## src/rtl/timer_pkg.sv

```systemverilog
// Shared types, register map and helpers for the memory-mapped countdown timer.
package timer_pkg;

  localparam int unsigned DATA_W = 32;
  localparam int unsigned BE_W   = DATA_W / 8;
  localparam int unsigned CTRL_W = 4;
  localparam int unsigned PSC_W  = 8;

  typedef enum logic [1:0] {
    IDLE = 2'd0,
    LOAD = 2'd1,
    CNT  = 2'd2,
    INT  = 2'd3
  } state_t;

  // Byte offsets inside the 16-byte register window
  localparam logic [3:0] CTRL_OFF   = 4'h0;
  localparam logic [3:0] PRESET_OFF = 4'h4;
  localparam logic [3:0] COUNT_OFF  = 4'h8;
  localparam logic [3:0] PSC_OFF    = 4'hC;

  localparam logic [1:0] MODE_ONESHOT = 2'b00;
  localparam logic [1:0] MODE_RELOAD  = 2'b01;

  // CTRL bit positions
  localparam int unsigned CTRL_EN_BIT   = 0;
  localparam int unsigned CTRL_MODE_LSB = 1;
  localparam int unsigned CTRL_IM_BIT   = 3;

  // Replace the byte lanes of old_val selected by be with those of new_val
  function automatic logic [DATA_W-1:0] byte_merge(input logic [DATA_W-1:0] old_val,
                                                   input logic [DATA_W-1:0] new_val,
                                                   input logic [BE_W-1:0]   be);
    logic [DATA_W-1:0] res;
    res = old_val;
    for (int i = 0; i < int'(BE_W); i++) begin
      if (be[i]) res[8*i +: 8] = new_val[8*i +: 8];
    end
    return res;
  endfunction

endpackage

```

## src/rtl/timer_prescaler.sv

```systemverilog
// 8-bit reloadable down-counter; tick_c marks the cycle where the count is zero.
module timer_prescaler
  import timer_pkg::*;
(
  input  logic             clk,
  input  logic             reset,
  input  logic             load,
  input  logic             enable,
  input  logic [PSC_W-1:0] psc,
  output logic             tick_c
);

  logic [PSC_W-1:0] cnt_q;

  assign tick_c = (cnt_q == '0);

  // Reload on LOAD or after each tick, otherwise count down while enabled
  always_ff @(posedge clk or posedge reset) begin
    if (reset) begin
      cnt_q <= '0;
    end else if (load) begin
      cnt_q <= psc;
    end else if (enable) begin
      cnt_q <= tick_c ? psc : cnt_q - PSC_W'(1);
    end
  end

endmodule

```

## src/rtl/timer_device.sv

```systemverilog
// Memory-mapped countdown timer with interrupt request.
// Optional prescaler register at offset 0xC when TIMER_PRESCALE_EN is defined.
module timer_device
  import timer_pkg::*;
#(
  parameter logic [DATA_W-1:0] BASE_ADDR    = 32'h0000_7F00,
  parameter logic [DATA_W-1:0] RESET_PRESET = 32'h0000_0000
) (
  input  logic              clk,
  input  logic              reset,
  input  logic              sel,
  input  logic [DATA_W-1:0] addr,
  input  logic [BE_W-1:0]   byteen,
  input  logic [DATA_W-1:0] wdata,
  output logic [DATA_W-1:0] rdata,
  output logic              irq
);

  state_t              state_q, state_d;
  logic [CTRL_W-1:0]   ctrl_q, ctrl_d;
  logic [DATA_W-1:0]   preset_q, preset_d;
  logic [DATA_W-1:0]   count_q, count_d;
  logic                flag_q, flag_d;
  logic                wr_hit, wr_ctrl, wr_preset;
  logic                reload_c;
  logic                tick_c;
  logic [3:0]          reg_off;
  logic [CTRL_W-1:0]   ctrl_wr_val;
  logic                unused_addr;

  assign reg_off     = {addr[3:2], 2'b00};
  assign unused_addr = ^addr[1:0];
  assign wr_hit      = sel && (|byteen) && (addr[DATA_W-1:4] == BASE_ADDR[DATA_W-1:4]);
  assign wr_ctrl     = wr_hit && (reg_off == CTRL_OFF);
  assign wr_preset   = wr_hit && (reg_off == PRESET_OFF);
  assign ctrl_wr_val = CTRL_W'(byte_merge(DATA_W'(ctrl_q), wdata, byteen));

`ifdef TIMER_PRESCALE_EN
  logic [PSC_W-1:0] psc_q;
  logic             wr_psc;

  assign wr_psc = wr_hit && (reg_off == PSC_OFF);

  // Prescale divider register
  always_ff @(posedge clk or posedge reset) begin
    if (reset) psc_q <= '0;
    else if (wr_psc) psc_q <= PSC_W'(byte_merge(DATA_W'(psc_q), wdata, byteen));
  end

  timer_prescaler u_prescaler (
    .clk    (clk),
    .reset  (reset),
    .load   (state_q == LOAD),
    .enable ((state_q == CNT) && ctrl_q[CTRL_EN_BIT]),
    .psc    (psc_q),
    .tick_c (tick_c)
  );
`else
  assign tick_c = 1'b1;
`endif

  // Mode decode: reserved modes behave as one-shot
  always_comb begin
    reload_c = 1'b0;
    case (ctrl_q[CTRL_MODE_LSB +: 2])
      MODE_ONESHOT: reload_c = 1'b0;
      MODE_RELOAD:  reload_c = 1'b1;
      default:      reload_c = 1'b0;
    endcase
  end

  // Next state, counter and register updates; CPU writes override hardware updates
  always_comb begin
    state_d  = state_q;
    ctrl_d   = ctrl_q;
    preset_d = preset_q;
    count_d  = count_q;
    flag_d   = flag_q;

    case (state_q)
      IDLE: if (ctrl_q[CTRL_EN_BIT]) state_d = LOAD;
      LOAD: begin
        count_d = preset_q;
        state_d = CNT;
      end
      CNT: begin
        if (!ctrl_q[CTRL_EN_BIT]) begin
          state_d = IDLE;
        end else if (tick_c) begin
          if (count_q == '0) begin
            state_d = INT;
            flag_d  = 1'b1;
          end else begin
            count_d = count_q - DATA_W'(1);
          end
        end
      end
      INT: begin
        if (reload_c) begin
          state_d = LOAD;
          flag_d  = 1'b0;
        end else begin
          ctrl_d[CTRL_EN_BIT] = 1'b0;
          state_d             = IDLE;
        end
      end
      default: state_d = IDLE;
    endcase

    if (wr_ctrl) begin
      ctrl_d = ctrl_wr_val;
      flag_d = 1'b0;
      if (state_q == INT) state_d = ctrl_wr_val[CTRL_EN_BIT] ? LOAD : IDLE;
    end
    if (wr_preset) begin
      preset_d = byte_merge(preset_q, wdata, byteen);
      flag_d   = 1'b0;
    end
  end

  // State and register flops; irq is registered from the next-state values
  always_ff @(posedge clk or posedge reset) begin
    if (reset) begin
      state_q  <= IDLE;
      ctrl_q   <= '0;
      preset_q <= RESET_PRESET;
      count_q  <= '0;
      flag_q   <= 1'b0;
      irq      <= 1'b0;
    end else begin
      state_q  <= state_d;
      ctrl_q   <= ctrl_d;
      preset_q <= preset_d;
      count_q  <= count_d;
      flag_q   <= flag_d;
      irq      <= ctrl_d[CTRL_IM_BIT] & flag_d;
    end
  end

  // Combinational register read mux
  always_comb begin
    rdata = '0;
    case (reg_off)
      CTRL_OFF:   rdata = DATA_W'(ctrl_q);
      PRESET_OFF: rdata = preset_q;
      COUNT_OFF:  rdata = count_q;
`ifdef TIMER_PRESCALE_EN
      PSC_OFF:    rdata = DATA_W'(psc_q);
`else
      PSC_OFF:    rdata = '0;
`endif
      default:    rdata = '0;
    endcase
  end

endmodule

```

## config.mk

```make
export PLATFORM = sky130hd
export DESIGN_NAME = timer_device
export DESIGN_NICKNAME = d
export VERILOG_FILES = /design/src/rtl/timer_pkg.sv /design/src/rtl/timer_prescaler.sv /design/src/rtl/timer_device.sv
export SDC_FILE = /design/constraint.sdc
export NUM_CORES = 1
export LEC_CHECK = 0
export BUFFER_PORTS_ARGS = -buffer_cell sky130_fd_sc_hd__buf_2
export CAP_MARGIN = 20
export CORE_MARGIN = 2
export CORE_UTILIZATION = 58
export DETAILED_ROUTE_END_ITERATION = 10
export PLACE_DENSITY_LB_ADDON = 0.05
export SLEW_MARGIN = 20
export SYNTH_ARGS = -nofsm -noshare
export SYNTH_HDL_FRONTEND = slang
export SYNTH_SLANG_ARGS = --single-unit
export TNS_END_PERCENT = 100
```

## constraint.sdc

```tcl
create_clock -name clk -period 6.65 [get_ports clk]
set_input_delay 1.995 -clock clk [delete_from_list [all_inputs] [get_ports clk]]
set_output_delay 1.995 -clock clk [all_outputs]
set_load 0.03 [all_outputs]
```

==> flow_summary_export.csv, run 1 <==
group,metric,value,unit
synthesis,synthCells,436,
global_routing,antenna_found_initial,0,
layout,insertedDiodeCount,0,
global_routing,grt_max_degree,73,
place,pre_cts_slack,1060,ps
place,dpl.hpwl,7570,um
global_routing,grt_pass1_vias,3753,
detailed_routing,firstDrtPassIters,5,
synthesis,synth_top_flop_cell,"dfrtp_1",
critical_path,path_class,"in -> out",
layout,fin_util,0.714,
pwr,ir_drop,100,uV
critical_path,ff2ff_path_depth,5,
timing,tightest_slew,936,ps
detailed_routing,drt_iter0_drc,276,
timing,hold-worst-slack,531,ps
pwr,p_per_area,170,nW/um2
layout,drive_gt1_frac,0.312,
synthesis,ys_seq_area_frac,0.431,
synthesis,async_flop_share,1.00,
layout,synthToLayoutAreaGrowth,17.3,%
floorplanning,dieArea,7900,um2
clocking,cts_resized,0,
timing,setup_viol,0,
synthesis,ys_ff_latch,72,
worst_hold_path,whs_path_depth,1,
synthesis,synth.distinct_cells,49,
timing,period_minus_slack,5560,ps
floorplanning,num_io_pins,104,
clocking,post-cts-setup-buffers,0,
critical_path,end_kind,"output pin",
floorplanning,die_h,88.9,um
synthesis,synth_area_leaders,"dfrtp_1 (43%), mux2_2 (9.4%), a22o_1 (6.5%)",
timing,slew_viol_final,0,
layout,final_nets,593,
timing,setup_slack,1090,ps
detailed_routing,drt.antenna.violating_nets,0,
status,status,"finished clean",
flow_run,cap_violations,0,
pwr,power,836,uW
critical_path,path_common_cell,"buf_2",
critical_path,cp.depth,6,
clocking,root_buffer,"clkbuf_8",
place,gp_congestion,0.876,
floorplanning,rows,30,
clocking,numCtsBuffers,9,
clocking,htreeDepth,3,
critical_path,critPathSlowestCell,"nor2_2",
detailed_routing,routed_via_density,6.41,
clocking,cts.path.max_buffers,2,
global_routing,grt.total_usage,0.292,
global_routing,grt_pass1_wl,18000,um
place,portBuffers,101,
synthesis,yosys.area.top_type,"dfrtp_1",
timing,finalSetupTns,0,ps
detailed_routing,routed_wirelength,11200,um
floorplanning,start_util,0.609,
global_routing,grt-ovfl-total,0,
synthesis,synth_nets,509,
critical_path,worstPathRequired,4660,ps
critical_path,worst-path-buf-inv,4,
floorplanning,die_w,88.9,um
critical_path,cpPeakStageDelay,570,ps
timing,post-route-period-util,0.837,
timing,hold_viol_final,0,
critical_path,crit_fanout,17,
worst_hold_path,hold_class,"reg -> reg",
pwr,power.leakage,2.38,nW
critical_path,crit_family,"buffers and inverters",
clocking,cts_tree,"yes",
timing,grt_setup_unrepaired,"no",
clocking,holdBufCountCts,0,
synthesis,yosys_warnings,0,
critical_path,worstPathCellList,"buf_2 > inv_1 > nor2_2 > buf_4 > a22o_1 > buf_2",
detailed_routing,num_vias,3980,
clocking,clock_sinks,72,
timing,max_freq,180,MHz
timing,slew_headroom,0.376,
synthesis,synth-edff-count,0,
timing,skew,7.80,ps
critical_path,critPathArrivalTime,3570,ps
detailed_routing,avgRoutedWirePerCell,18.1,um
synthesis,netlist.area_leader.share,0.431,
clocking,insertion_delay,350,ps
critical_path,start_kind,"input port",
synthesis,synthesis.area,4180,um2
floorplanning,core_area,6870,um2
detailed_routing,drc,0,
synthesis,avgSynthCellArea,9.59,um2
clocking,clkSlewWorstSetupHoldPaths,80,ps
state kept, by name, summed over array words and instances (netlist names):
name,cells
ctrl_q,4
irq,1
state_q,2
preset_q,32
flag_q,1
count_q,32
area by class of cell:
class	count	area (um2)
Multi-Input combinational cell	322	2200
Fill cell	564	1960
Sequential cell	72	1800
Timing Repair Buffer	108	558
Clock buffer	13	159
Tap cell	96	120
Clock inverter	3	40.0
Inverter	7	26.3
worst paths after layout:
check / slack (ps) / endpoint / from
max: 1090 / rdata[12] / addr[2]
min: 530 / preset_q[19]$_DFFE_PP0P_ / preset_q[19]$_DFFE_PP0P_
max reg2reg: 3420 / count_q[2]$_DFFE_PP0P_ / count_q[17]$_DFFE_PP0P_
min reg2reg: 530 / preset_q[19]$_DFFE_PP0P_ / preset_q[19]$_DFFE_PP0P_
max in group asynchronous: 4110 / ctrl_q[2]$_DFFE_PP0P_ / reset
min in group asynchronous: 1890 / preset_q[9]$_DFFE_PP0P_ / reset
Yosys cell counts (2+ instances only):
cell type,number
o32ai_1,3
nor2b_1,3
clkbuf_1,28
o22ai_1,5
a22o_1,31
nand4b_1,2
a21oi_1,14
nor2_1,29
nor4b_1,3
nand3b_1,2
a22oi_1,6
and2_1,3
buf_6,3
ha_1,2
inv_1,7
or4_1,6
a2bb2oi_1,6
nand3_1,12
o41ai_1,3
a31oi_1,14
or3_1,2
o2bb2ai_1,2
nor3_1,15
dfrtp_1,72
nor4_1,17
o31ai_1,11
nand4_1,8
nor3b_1,4
a32o_1,2
o21ai_0,25
nand2_1,34
mux2_2,35
mux2i_1,8
nand2b_1,3
buf_2,2
worst reg2reg max path: cells and delay by family, from the launching register on:
family | cells | cell delay (ps)
DFF | 1 | 470
AOI/OAI and AO/OA | 1 | 190
and+or+nand+nor | 4 | 2440
placed cells by master (no fill, tap or decap), types with 4 or more instances in the layout:
cell / synthesis / final
clkbuf_8: 0 / 11
dfrtp_1: 72 / 72
buf_4: 1 / 7
nor3b_1: 4 / 4
nand3_1: 12 / 12
nand4_1: 8 / 8
a31oi_1: 14 / 14
or4_1: 6 / 6
buf_2: 2 / 101
a21oi_1: 14 / 14
o31ai_1: 11 / 11
nor4_1: 17 / 17
o22ai_1: 5 / 5
a22oi_1: 6 / 6
nor3_1: 15 / 15
a22o_1: 31 / 31
nor2_1: 29 / 28
mux2_2: 35 / 35
o21ai_0: 25 / 25
mux2i_1: 8 / 8
a2bb2oi_1: 6 / 6
nand2_1: 34 / 34
inv_1: 7 / 6
layer usage:
metal / vias up / global-route usage / wire length [um]
met5: - / 0 / 0
met4: 0 / 0.127 / 243
met3: 24 / 0.0452 / 823
met2: 203 / 0.480 / 5360
met1: 1909 / 0.386 / 4810
li1: 1844 / - / -
cells by family after synthesis:
| kind of cell | count (synthesis) | synth area share |
|---|---|---|
| flops | 72 | 0.431 |
| buf+inv | 42 | 0.0446 |
| simple gates | 147 | 0.184 |
| compound gates | 130 | 0.221 |
| mux | 43 | 0.113 |
| fa+ha+maj | 2 | 0.00599 |
stage by stage:
stage                     std cells  cell area [um2]
after floorplan                 436             4180
after CTS                       621             4900
after global placement          605             4710
after global routing            621             4900
after detailed placement        605             4710
final                           621             4900
where the power goes:
group,internal (mW),switching [mW]
Clock,0.193,0.165
Sequential,0.437,0.00000000357
Combinational,0.0176,0.0231
Note: power is estimated with default switching activity, not from simulation.
==> run 2, diff against run 1 <==
--- a/config.mk
+++ b/config.mk
@@ -5,10 +5,11 @@
 export SDC_FILE = /design/constraint.sdc
 export NUM_CORES = 1
 export LEC_CHECK = 0
+export ABC_AREA = 1
 export BUFFER_PORTS_ARGS = -buffer_cell sky130_fd_sc_hd__buf_2
 export CAP_MARGIN = 20
 export CORE_MARGIN = 2
-export CORE_UTILIZATION = 58
+export CORE_UTILIZATION = 55
 export DETAILED_ROUTE_END_ITERATION = 10
 export PLACE_DENSITY_LB_ADDON = 0.05
 export SLEW_MARGIN = 20
==> constraint.sdc (replaced) <==
create_clock -name clk -period 5.8 [get_ports clk]
set_input_delay 1.74 -clock clk [delete_from_list [all_inputs] [get_ports clk]]
set_output_delay 1.74 -clock clk [all_outputs]
set_load 0.03 [all_outputs]
==> run 2 against run 1 <==
Die area is 18% higher. Final cell count is 50% higher. Area after synthesis is 13% higher. Sequential share of layout area down 3.8 points. Register-to-register slack got worse by 760 ps. Wire length increased by 17%. Global-route usage down 0.14 points.
==> flow_summary_export.csv, run 2 <==
group,metric,value,unit
status,status,"finished clean",
detailed_routing,routed_wirelength,13100,um
critical_path,path_class,"in -> out",
global_routing,grt_pass1_wl,21100,um
clocking,cts_resized,0,
synthesis,avgSynthCellArea,6.48,um2
worst_hold_path,hold_class,"reg -> reg",
clocking,cts_tree,"yes",
clocking,root_buffer,"clkbuf_8",
detailed_routing,drc,0,
layout,synthToLayoutAreaGrowth,16.1,%
synthesis,async_flop_share,1.00,
critical_path,crit_fanout,19,
layout,nFillCells,777,
layout,layoutNonFillerInstCount,932,
clocking,numCtsBuffers,9,
worst_hold_path,hp-start,"preset_q[25]$_DFFE_PP0P_",
layout,stdcell_area,5480,um2
layout,final_common_cell,"nand2_1",
timing,slew_viol_final,0,
timing,skew,14.8,ps
synthesis,synth_most_common_cell,"nand2_1",
floorplanning,num_io_pins,104,
critical_path,reg2reg_from,"state_q[0]$_DFF_PP0_",
global_routing,grt_max_degree,47,
timing,slew_headroom,0.441,
critical_path,start_kind,"input port",
layout,final_nets,895,
critical_path,critPathArrivalTime,3210,ps
critical_path,end_kind,"output pin",
synthesis,yosys.area.top_type,"dfrtp_1",
floorplanning,die_h,96.6,um
detailed_routing,firstDrtPassIters,5,
synthesis,netlist.area_leader.share,0.382,
clocking,holdBufCountCts,0,
detailed_routing,num_vias,5067,
synthesis,ys_ff_latch,72,
pwr,ir_drop,137,uV
critical_path,ff2ff_path_depth,9,
critical_path,r2r-end,"count_q[21]$_DFFE_PP0P_",
place,placed_cells_incl_taps,916,
synthesis,synth-edff-count,0,
layout,top_regs,"count_q (32), preset_q (32), ctrl_q (4)",
timing,post-route-period-util,0.853,
clocking,cts.path.max_buffers,2,
pwr,p_per_area,193,nW/um2
synthesis,ys_top_cells_by_count,"nand2_1 (232), inv_1 (102), nor2_1 (96)",
place,portBuffers,101,
synthesis,synth_area_leaders,"dfrtp_1 (38%), nand2_1 (18%), inv_1 (8.1%)",
timing,hold_viol_final,0,
synthesis,ys_seq_area_frac,0.382,
global_routing,grt_pass1_vias,4724,
place,dpl.hpwl,9630,um
global_routing,antenna_found_initial,0,
synthesis,synth_top_flop_cell,"dfrtp_1",
synthesis,yosys_warnings,0,
global_routing,grt.total_usage,0.291,
worst_hold_path,whs_path_depth,2,
timing,tightest_slew,837,ps
layout,layout_common_cells,"nand2_1 (232), inv_1 (101), buf_2 (101), nor2_1 (96), dfrtp_1 (72)",
layout,insertedDiodeCount,0,
layout,drive_gt1_frac,0.172,
timing,finalSetupTns,0,ps
clocking,clock_sinks,72,
timing,hold-worst-slack,510,ps
timing,period_minus_slack,4950,ps
critical_path,regToRegSetupSlack,2660,ps
detailed_routing,avgRoutedWirePerCell,14.1,um
synthesis,synthesis.area,4710,um2
floorplanning,core_area,8260,um2
critical_path,worstPathRequired,4060,ps
timing,setup_viol,0,
pwr,power,1.05,mW
flow_run,cap_violations,0,
clocking,post-cts-setup-buffers,0,
clocking,clkSlewWorstSetupHoldPaths,70,ps
detailed_routing,drt_iter0_drc,306,
floorplanning,die_w,96.6,um
detailed_routing,drt.antenna.violating_nets,0,
place,gp_congestion,0.933,
synthesis,synthCells,728,
timing,grt_setup_unrepaired,"no",
timing,max_freq,202,MHz
worst_hold_path,hold_end,"preset_q[25]$_DFFE_PP0P_",
clocking,insertion_delay,370,ps
place,placed_area,5250,um2
global_routing,grt-ovfl-total,0,
synthesis,synth_nets,801,
pwr,power.leakage,3.01,nW
floorplanning,start_util,0.571,
floorplanning,rows,33,
synthesis,synth.distinct_cells,33,
clocking,htreeDepth,3,
detailed_routing,routed_via_density,5.44,
floorplanning,dieArea,9330,um2
run 2: changes by cell type after synthesis, sizes merged, moves of 14 or more:
cell,previous run,this run
a22o,31,0
o21ai,26,80
inv,7,105
nor2,29,103
mux2,35,0
a31oi,14,0
nor4,17,0
clkbuf,28,10
nand3,12,60
o22ai,5,23
nand2,34,237
run 2: worst max path at each step:
stage          startpoint        end  slack (ps)  cells after the start
6_report          addr[2]  rdata[20]         850                      6
5_1_grt           addr[2]  rdata[20]         780                      6
4_1_cts           addr[2]   rdata[3]         930                      7
3_5_place_dp      addr[2]   rdata[3]         940                      7
3_3_place_gp      addr[2]   rdata[0]         970                      7
2_1_floorplan     addr[2]  rdata[10]        1140                      5
run 2: cells by family after synthesis:
kind of cell,count (synthesis),synth area share
adder cells (fa/ha/maj),2,0.00531
AO/OA/AOI/OAI,112,0.133
buffers and inverters,127,0.111
AND/OR/NAND/NOR,415,0.368
flip-flops,72,0.382
run 2: per-layer routing:
layer,vias up,global-route usage,part of all wire
met4,0,0.0775,0.016
met5,-,0,0
li1,2489,-,-
met2,198,0.514,0.49
met1,2358,0.360,0.41
met3,22,0.0636,0.074
run 2: critical path, cell delays in order:
cell	delay [ps]
buf_2	130
inv_1	110
nand2_1	400
buf_4	390
o22ai_1	190
buf_2	230
run 2: where the power goes:
part	switching [mW]	internal, mW	leakage, nW
Clock	0.217	0.247	0.110
Sequential	0.00000000456	0.501	0.860
Combinational	0.0596	0.0304	2.04
Total	0.276	0.779	3.01
run 2: metrics by stage:
stage               setup WS [ps]  utilization
CTS                           934        0.663
finish                        852        0.663
global route                  779        0.663
floorplan                    1140            -
global placement              968        0.636
detailed placement            938        0.636
run 2: layout make-up:
type | instances | area (um2) | area share
multi-input cells | 529 | 2390 | 0.436
inverters | 106 | 398 | 0.0727
clock buffers | 9 | 124 | 0.0226
repair buffers | 104 | 528 | 0.0964
well taps | 105 | 131 | 0.0240
clock inverters | 7 | 103 | 0.0187
flip-flops and latches | 72 | 1800 | 0.329
